File: src/rtl/pc_ctrl_rv32i.sv
// Program-counter controller at the head of RV32I fetch: sequential increment,
// stall hold, branch redirect with alignment check, trap entry/return and double-fault halt.
module pc_ctrl_rv32i #(
  parameter int              XLEN         = 32,
  parameter logic [XLEN-1:0] RESET_VECTOR = '0,
  parameter logic [XLEN-1:0] TRAP_VECTOR  = XLEN'('h100),
  parameter int              ALIGN        = 2
) (
  input  logic            clk,
  input  logic            reset,
  input  logic            stall,
  input  logic            br_taken,
  input  logic [XLEN-1:0] br_target,
  input  logic            trap,
  input  logic [3:0]      trap_cause,
  input  logic            mret,
  output logic [XLEN-1:0] pc,
  output logic [XLEN-1:0] pc_plus4,
  output logic [XLEN-1:0] epc,
  output logic [3:0]      mcause,
  output logic            flush,
  output logic            in_handler,
  output logic            halted
);

  typedef enum logic [1:0] {
    ST_RUN     = 2'd0,
    ST_HANDLER = 2'd1,
    ST_HALT    = 2'd2
  } state_e;

  state_e          state_q, state_d;
  logic [XLEN-1:0] pc_q, pc_d;
  logic [XLEN-1:0] epc_q, epc_d;
  logic [3:0]      mcause_q, mcause_d;
  logic            flush_q, flush_d;
  logic            misalign;
  logic            fault;

  // A target is misaligned when any of its low ALIGN bits are set; ALIGN = 0 accepts any byte address.
  generate
    if (ALIGN == 0) begin : g_no_align
      assign misalign = 1'b0;
    end else begin : g_align
      assign misalign = br_taken & (br_target[ALIGN-1:0] != '0);
    end
  endgenerate

  assign fault    = trap | misalign;
  assign pc_plus4 = pc_q + XLEN'(4);

  always_comb begin
    // NOTE: every signal written here gets a default first, so no path can leave one
    // unassigned and infer a latch.
    state_d  = state_q;
    pc_d     = pc_q;
    epc_d    = epc_q;
    mcause_d = mcause_q;
    flush_d  = 1'b0;

    if (state_q == ST_HALT) begin
      // Terminal until reset.
    end else if (fault && state_q == ST_RUN) begin
      epc_d    = pc_q;
      mcause_d = trap ? trap_cause : 4'd0;
      pc_d     = TRAP_VECTOR;
      state_d  = ST_HANDLER;
      flush_d  = 1'b1;
    end else if (fault) begin
      // A fault inside the handler is a double fault; pc and capture registers freeze.
      state_d = ST_HALT;
      flush_d = 1'b1;
    end else if (mret && state_q == ST_HANDLER) begin
      pc_d    = epc_q;
      state_d = ST_RUN;
      flush_d = 1'b1;
    end else if (stall) begin
      // A concurrent br_taken is dropped; upstream re-presents it.
    end else if (br_taken) begin
      pc_d    = br_target;
      flush_d = 1'b1;
    end else begin
      pc_d = pc_plus4;
    end
  end

  // NOTE: reset clears only control/architectural registers here; there is no memory array,
  // so every flop has a defined reset value.
  always_ff @(posedge clk or posedge reset) begin
    if (reset) begin
      state_q  <= ST_RUN;
      pc_q     <= RESET_VECTOR;
      epc_q    <= '0;
      mcause_q <= 4'd0;
      flush_q  <= 1'b0;
    end else begin
      // NOTE: non-blocking assignments so every register samples the pre-edge values.
      state_q  <= state_d;
      pc_q     <= pc_d;
      epc_q    <= epc_d;
      mcause_q <= mcause_d;
      flush_q  <= flush_d;
    end
  end

  assign pc         = pc_q;
  assign epc        = epc_q;
  assign mcause     = mcause_q;
  assign flush      = flush_q;
  assign in_handler = (state_q == ST_HANDLER);
  assign halted     = (state_q == ST_HALT);

endmodule

File: config.mk
export PLATFORM = sky130hd
export DESIGN_NAME = pc_ctrl_rv32i
export DESIGN_NICKNAME = d
export VERILOG_FILES = /design/src/rtl/pc_ctrl_rv32i.sv
export SDC_FILE = /design/constraint.sdc
export NUM_CORES = 1
export LEC_CHECK = 0
export ABC_AREA = 1
export CAP_MARGIN = 20
export CORE_MARGIN = 5
export CORE_UTILIZATION = 35
export CTS_BUF_LIST = sky130_fd_sc_hd__clkbuf_4 sky130_fd_sc_hd__clkbuf_8
export CTS_CLUSTER_SIZE = 25
export DETAILED_ROUTE_END_ITERATION = 12
export GPL_TIMING_DRIVEN = 0
export PLACE_DENSITY = 0.75
export REMOVE_ABC_BUFFERS = 1
export SYNTH_ARGS = -nofsm -noshare
export SYNTH_HDL_FRONTEND = slang
export SYNTH_SLANG_ARGS = --single-unit
File: constraint.sdc
create_clock -name clk -period 6.5 [get_ports clk]
set_input_delay 0.975 -clock clk [delete_from_list [all_inputs] [get_ports clk]]
set_output_delay 0.975 -clock clk [all_outputs]
set_load 0.05 [all_outputs]
==> run summary <==
Outcome - finished clean
Placer congestion estimate - 0.798
HP Class - reg -> reg
Ys Warns - 0
Die width - 123 um
Worst skew pair latency - 350 ps
Max stage delay cell, worst path - clkdlybuf4s50_1
CP most frequent cell - nand2_1
Initial Util - 0.355
Post-synth top flop - dfrtp_1
Placed cells - 963
Post-synth EDFFs - 0
Mapped cell area - 0.00444 mm2
Count leader, synth - nand2_1
R2R cell count - 9
Top post-synthesis cells by count - nand2_1 (326), nor2_1 (78), dfrtp_1 (71), inv_1 (58), o21ai_0 (36)
Hpwl dp - 9770 um
CTS clk-pin slew, worst paths - 80 ps
DR pass1 iterations - 4
# IOs - 145
Final setup fails - 0
Final #Nets - 847
DRC viols - 0
Top-area cell type share of the netlist area - 0.400
DR iter-0 viols - 280
Pwr/cell area - 161 mW/mm2
Max Freq - 270 MHz
First-pass GRT wire length - 22,300 um
Area growth from synthesis to layout - 40.3%
Post-layout min period - 3710 ps
CP Data Required Time - 5520 ps
Final WL - 13,600 um
Max Root-Sink Buffers - 2
PortBufs - 144
Die extent in y - 123 um
Wire per inst - 13.8 um
Cells after Synth - 672
Remaining Overflow, GRT - 0
Max-slew violation count - 0
H-tree lvl count - 3
CP Class - reg -> out
RSZ-0062 raised after global routing - false
Row cnt - 41
Core area - 0.0125 mm2
Post-synth ARST share - 1.00
CTS resizes - 0
CTS tree - done
Hold depth - 2
Final Hold Fails - 0
CTS buffer count - 9
Fin Clk Skew - 11.5 ps
Reg-to-reg slack, setup - 4210 ps
Crit-path max FO - 6
Setup TNS - 0 ps
Final Hold Slack - 493 ps
Startpoint Class - flop
Drt via density - 4.48
Root buf cell - clkbuf_8
Max incr delay on CP - 810 ps
Vias - 4,392
Worst path arrival time - 2730 ps
Area leader, netlist - dfrtp_1
All-Layer GR Usage - 0.189
Layout cells sized above 1 - 0.0705
Top area cells in the synthesized netlist - dfrtp_1 (40%), nand2_1 (28%), nor2_1 (6.6%)
# fillers - 1,288
Ordered cell list for the critical path - nand2_1 > nor2_1 > nand2_1 > nor2_1 > nand3_1 > nand2_1 > clkdlybuf4s50_1
Max cap viols - 0
Post-synthesis register bit count - 71
Actual slew at the worst max-slew pin - 737 ps
Fin cells - 981
Die area - 0.0151 mm2
Largest net degree at the start of global routing - 67
Slew HR - 0.509
Period utilization - 0.570
N_diodes - 0
CP Capture Type - output port
Finished Core Util - 0.498
Initial antenna violation count - 0
Final ANT Viol Nets - 0
Power Total - 1.00 mW
Hold buffers post-CTS - 0
Yosys cell types - 30
Post-Syn Area per Cell - 6.61 um2
Vias in the first global route - 4,209
Sink Count - 71
Worst vdd ir - 0.0767 mV
Register area share after synthesis - 0.400
Post-CTS Setup Bufs - 0
LEAKAGE - 3.15 nW
## final timing paths
check                            from           end
min in group asynchronous       reset     mcause[2]
min reg2reg                 mcause[2]     mcause[2]
min                         mcause[2]     mcause[2]
max reg2reg                state_q[0]         pc[0]
max                            pc[15]  pc_plus4[31]
max in group asynchronous       reset        pc[30]
## placed cells by master, fill, tap and decap left out, types with 2 or more instances in the layout
cell,n
a21oi_2,2
and2_1,3
buf_12,2
clkbuf_8,11
clkdlybuf4s50_1,143
clkinv_2,3
clkinv_4,2
dfrtp_1,71
inv_1,57
nand2_1,326
nand2_2,9
nand3_1,21
nor2_1,78
nor2_2,2
nor2_4,10
o21ai_0,36
o21ai_1,3
xor2_1,8
xor2_2,6
## metrics by stage
stage | worst slack, ps | cell area, um2
after floorplan | 3300 | 4310
after global placement | 1530 | 5970
after detailed placement | 2520 | 6010
after CTS | 2780 | 6200
after global routing | 2640 | 6230
final | 2790 | 6230
## cell type report
type	count	area (um2)	area share
multi-input combinational	515	2310	0.371
sequential	71	1780	0.285
timing repair buffer	148	1520	0.244
inverter	59	224	0.0359
tap	172	215	0.0345
clock buffer	11	151	0.0243
clock inverter	5	32.5	0.00522
## cells by family after synthesis
kind of cell	after synthesis	share of synthesized area
AO/OA/AOI/OAI	45	0.0538
XOR/XNOR	15	0.0397
adder cells (fa/ha/maj)	1	0.00281
buffers and inverters	86	0.0794
flip-flops	71	0.400
AND/OR/NAND/NOR	454	0.425
## sequential cells by signal, summed over array words and instances, names as in the netlist
signal and count:
flush 1, mcause 4, pc 32, epc 32, state_q 2
## critical path: cells and delay by family (launching register included)
kind / cells / cell delay [ps]
and+or+nand+nor: 6 / 1020
buffers and inverters: 1 / 810
DFF: 1 / 530
## per-layer routing
layer	vias to the layer above	global-route usage	routed length (um)
met2	115	0.292	6330
met3	11	0.0369	770
met4	0	0.0581	141
met5	-	0	0
met1	1979	0.269	6320
li1	2287	-	-
## report_power, final
group	switching [mW]	total (mW)	internal, mW
Clock	0.176	0.335	0.159
Combinational	0.129	0.205	0.0759
Sequential	0.0149	0.465	0.450
(Power assumes the default switching activity.)
==> edit 1: new RTL, same flow settings <==
The 3 states of `state_e` get a one-hot encoding in 3 bits.
--- a/src/rtl/pc_ctrl_rv32i.sv
+++ b/src/rtl/pc_ctrl_rv32i.sv
@@ -23,10 +23,10 @@
   output logic            halted
 );
 
-  typedef enum logic [1:0] {
-    ST_RUN     = 2'd0,
-    ST_HANDLER = 2'd1,
-    ST_HALT    = 2'd2
+  typedef enum logic [2:0] {
+    ST_RUN     = 3'b001,
+    ST_HANDLER = 3'b010,
+    ST_HALT    = 3'b100
   } state_e;
 
   state_e          state_q, state_d;
Formal check against the unedited RTL: same outputs for any inputs over 4 cycles, from zero or initial values and one cycle with reset high; so few cycles prove little.
==> edit 1 against the unedited design <==
Final cell count is 3.8% lower. First-iteration DRC count is 16% higher. Clock skew is 0.0039 ns lower. Synthesized area is 0.76% higher. Setup slack better by 0.073 ns. Final area is 0.72% higher. Wire length is 4.9% higher. Sequential cell count is 1 higher. Sequential share of layout area is 0.21 points higher. Critical path depth stayed put. Critical path type unchanged. Critical endpoint is now pc_plus4[18]. Highest routed layer unchanged.
Power is left out: it rests on default switching activity, and per cell area and clock period it moved more than threefold.
==> edit 1: results (changes against the unedited design) <==
{| class="wikitable"
! Metric !! Value
|-
| Run status || finished, final reports clean
|-
| Share of layout cells above drive strength 1 || 9.20% (+2.2 points)
|-
| Detailed-routing iteration count for the pre-antenna-repair pass || 5 (+1)
|-
| Tightest Pin Transition || 0.800 ns (+0.0633 ns)
|-
| Post-CTS setup buffer count || 0 (unchanged)
|-
| Largest net degree at the start of global routing || 58 (-13%)
|-
| Top cells by area, synth || sky130_fd_sc_hd__dfrtp_1, sky130_fd_sc_hd__nand2_1, sky130_fd_sc_hd__nor2_1, sky130_fd_sc_hd__o21ai_0, sky130_fd_sc_hd__inv_1
|-
| Number of vias in the routed layout || 4390 (-0.046%)
|-
| Fraction of registers with async set or reset after synthesis || 100% (unchanged)
|-
| Last weighted congestion value of the routability-driven placer || 0.783 (-1.9%)
|-
| Post-synth top cells || sky130_fd_sc_hd__nand2_1, sky130_fd_sc_hd__nor2_1, sky130_fd_sc_hd__dfrtp_1
|-
| Source of the worst hold timing path || mcause[1]
|-
| Worst Path Max Fanout || 5 (-1)
|-
| Final HPWL DP || 10100 um (+3.3%)
|-
| Count of nets after finishing || 810 (-4.4%)
|-
| Data arrival time at the worst-slack endpoint || 2.66 ns (-0.07 ns)
|-
| Count of different cell masters after synthesis || 36 (+20%)
|-
| CTS H-tree lvls || 3 (unchanged)
|-
| Total routing usage reported by global routing || 18.9% (-0.080 points)
|-
| Startpoint of the worst setup timing path || pc[2]
|-
| Vias in the first global route || 4129 (-1.9%)
|-
| Num CTS Buffers || 9 (unchanged)
|-
| Reg-to-Reg Start || state_q[0]
|-
| Number of DRC markers in iteration 0 || 326 (+16%)
|-
| Global-route wire length before repair || 22200 um (-0.71%)
|-
| Reg-to-reg endpoint || pc[9]
|-
| R2R setup slack || 4.20 ns (about the same)
|-
| Worst clock skew on the final layout || 0.00756 ns (-0.00392 ns)
|-
| Post-detailed-route wirelength per cell || 15.1 um (+9.0%)
|-
| Share of synthesized area occupied by flip-flops and latches || 40.3% (+0.29 points)
|-
| Placed Instance Area || 6040 um^2 (+0.46%)
|-
| Worst setup path end || pc_plus4[18]
|}
## edit 1: routing by layer
metal / vias to the layer above / wire length (um) / track usage, %
li1: 2226 / - / -
met1: 2039 / 6560 / 25.5
met2: 112 / 6690 / 31.1
met3: 13 / 770 / 3.39
met4: 0 / 202 / 5.54
met5: - / 0 / 0
## edit 1: cells by family (layout without fill, tap and decap cells)
family | after synthesis | count (layout) | synth area share (%)
and+or+nand+nor | 396 | 396 | 38.1
AOI/OAI and AO/OA | 78 | 78 | 9.47
DFF | 72 | 72 | 40.3
buffers and inverters | 73 | 210 | 7.74
xor gates and xnor gates | 15 | 15 | 4.11
adders and majority gates | 1 | 1 | 0.279
## edit 1: final cells by class
class / instances / area (um^2)
multi-input cells: 490 / 2330
flip-flops and latches: 72 / 1800
well taps: 172 / 215
clock inverters: 2 / 35.0
repair buffers: 149 / 1530
inverters: 45 / 171
fillers: 1240 / 6290
clock buffers: 14 / 186
## edit 1: stage by stage
| step | instances | setup slack [ns] | hold WS [ns] |
|---|---|---|---|
| after global placement | 923 | 1.49 | 0.466 |
| final | 944 | 2.87 | 0.497 |
| after detailed placement | 927 | 2.98 | 0.478 |
| after CTS | 943 | 2.84 | 0.502 |
| after global routing | 944 | 2.72 | 0.524 |
| after floorplan | 607 | 3.21 | 0.480 |
## edit 1: worst min-delay path by stage
| stage | endpoint | slack [ns] | cells past startpoint |
|---|---|---|---|
| after CTS | mcause[1] | 0.50 | 2 |
| final | mcause[1] | 0.50 | 2 |
| after global routing | mcause[1] | 0.52 | 2 |
| after global placement | mcause[2] | 0.47 | 2 |
| after floorplan | state_q[0] | 0.48 | 2 |
| after detailed placement | mcause[1] | 0.48 | 2 |
## edit 1: worst max-delay path: stages (launching register included)
cell,delay (ns)
sky130_fd_sc_hd__dfrtp_1,0.43
sky130_fd_sc_hd__ha_1,0.26
sky130_fd_sc_hd__nand2_2,0.09
sky130_fd_sc_hd__nor2_4,0.13
sky130_fd_sc_hd__nand2_4,0.11
sky130_fd_sc_hd__nor2_4,0.22
sky130_fd_sc_hd__xor2_2,0.23
sky130_fd_sc_hd__clkdlybuf4s50_1,0.84
==> edit 2: new RTL, config.mk and constraints unchanged <==
Without the edit above. Change the parameter `XLEN` from 32 to 24.
--- a/src/rtl/pc_ctrl_rv32i.sv
+++ b/src/rtl/pc_ctrl_rv32i.sv
@@ -1,7 +1,7 @@
 // Program-counter controller at the head of RV32I fetch: sequential increment,
 // stall hold, branch redirect with alignment check, trap entry/return and double-fault halt.
 module pc_ctrl_rv32i #(
-  parameter int              XLEN         = 32,
+  parameter int              XLEN         = 24,
   parameter logic [XLEN-1:0] RESET_VECTOR = '0,
   parameter logic [XLEN-1:0] TRAP_VECTOR  = XLEN'('h100),
   parameter int              ALIGN        = 2
Interface: changed (resized br_target, epc, pc and pc_plus4); port bits go from 145 to 113. No check against the original RTL was run, so the function may have changed too.
==> edit 2 against the unedited design <==
Setup slack improved by 0.065 ns. Die area decreased by 24%. Via count decreased by 24%. Maximum frequency increased by 1.8%. Sequential cell count decreased by 16. Synthesized area shrank 26%. Final area decreased by 26%. Synthesized cell count down 28%. Wire length fell by 27%. Total power fell by 34%. Largest power group unchanged. Highest routed layer unchanged.
==> edit 2: results (changes against the unedited design) <==
{| class="wikitable"
! Metric !! Value
|-
| CTS H-tree lvls || 2 (-1)
|-
| Grt met1 use || 22.8% (-4.1 points)
|-
| Startpoint of the worst setup timing path || br_taken
|-
| Met2 WL || 4910 um (-22%)
|-
| Vias per cell || 4.66 (+4.1%)
|-
| Number of vias in the routed layout || 3322 (-24%)
|-
| Vias in the first global route || 3159 (-25%)
|-
| Total routed wire length on the met1 layer || 4390 um (-30%)
|-
| Clock insertion delay at the later pin of the skew report || 0.31 ns (-0.04 ns)
|-
| Detailed-routing iteration count for the pre-antenna-repair pass || 5 (+1)
|-
| Post-synth top cells || sky130_fd_sc_hd__nand2_1, sky130_fd_sc_hd__dfrtp_1, sky130_fd_sc_hd__inv_1
|-
| Total routing usage reported by global routing || 17.1% (-1.8 points)
|-
| Worst ir drop on vdd || 81.1 uV (+5.8%)
|-
| Power in sequential cells || 0.349 mW (-25%)
|-
| R2R setup slack || 4.11 ns (-0.10 ns)
|-
| Global-route wire length before repair || 15900 um (-29%)
|-
| Share of layout cells above drive strength 1 || 6.34% (-0.71 points)
|-
| Relative slew margins || 41.3% (-9.6 points)
|-
| Worst reg-to-reg path cell count || 7 (-2)
|-
| Top cells by area, synth || sky130_fd_sc_hd__dfrtp_1, sky130_fd_sc_hd__nand2_1, sky130_fd_sc_hd__o21ai_0, sky130_fd_sc_hd__inv_1, sky130_fd_sc_hd__nor2_1
|-
| DP Cell Count || 704 (-27%)
|-
| Count of nets after finishing || 618 (-27%)
|-
| Share of synthesized area occupied by flip-flops and latches || 41.7% (+1.7 points)
|-
| Post-CTS clock slew at the launch and capture registers of the worst setup and hold paths || 0.11 ns (+0.03 ns)
|-
| Count of different cell masters after synthesis || 29 (-3.3%)
|-
| Fill cell total of the finished layout || 936 (-27%)
|-
| Worst clock skew on the final layout || 0.00608 ns (-0.00540 ns)
|-
| Run status || finished, final reports clean
|-
| Detail Route met3 WL || 447 um (-42%)
|-
| Wire length reported by the detailed router || 9860 um (-27%)
|-
| Mean Syn Cell Area || 6.87 um^2 (+3.8%)
|-
| Global routing met2 resource utilization || 29.2% (+0.046 points)
|-
| Delay of the slowest cell on the worst path || 0.74 ns (-0.07 ns)
|}
-- edit 2: cell count changes after synthesis, moves of 3 or more --
| cell | before | now |
|---|---|---|
| sky130_fd_sc_hd__nand3_1 | 21 | 17 |
| sky130_fd_sc_hd__nor2_4 | 10 | 3 |
| sky130_fd_sc_hd__o21ai_0 | 36 | 44 |
| sky130_fd_sc_hd__xor2_2 | 6 | 2 |
| sky130_fd_sc_hd__dfrtp_1 | 71 | 55 |
| sky130_fd_sc_hd__a21oi_1 | 1 | 7 |
| sky130_fd_sc_hd__inv_1 | 58 | 52 |
| sky130_fd_sc_hd__nor2_1 | 78 | 46 |
| sky130_fd_sc_hd__buf_2 | 12 | 6 |
| sky130_fd_sc_hd__buf_4 | 2 | 5 |
| sky130_fd_sc_hd__nand2_1 | 326 | 193 |
| sky130_fd_sc_hd__clkbuf_1 | 12 | 6 |
-- edit 2: cells by family (layout without fill, tap and decap cells) --
family,count (synthesis),after routing,share of synthesized area [%]
compound gates,65,65,10.8
xor+xnor,10,10,3.11
fa+ha+maj,1,1,0.379
buf+inv,74,177,9.89
flops,55,55,41.7
simple gates,276,276,34.2
-- edit 2: final cells by class --
type	instances	share of cell area (%)
clock inverters	2	0.353
repair buffers	115	25.4
inverters	54	4.40
multi-input cells	352	34.7
clock buffers	6	1.79
well taps	129	3.50
flip-flops and latches	55	29.9
-- edit 2: through the flow --
step	instance area, um^2	setup slack [ns]	hold slack, ns	total power [mW]
after CTS	4600	2.85	0.507	0.674
after floorplan	3180	3.22	0.559	0.416
after global routing	4610	2.53	0.547	0.695
after global placement	4460	2.26	0.475	0.463
final	4610	2.86	0.501	0.668
after detailed placement	4500	2.53	0.482	0.466
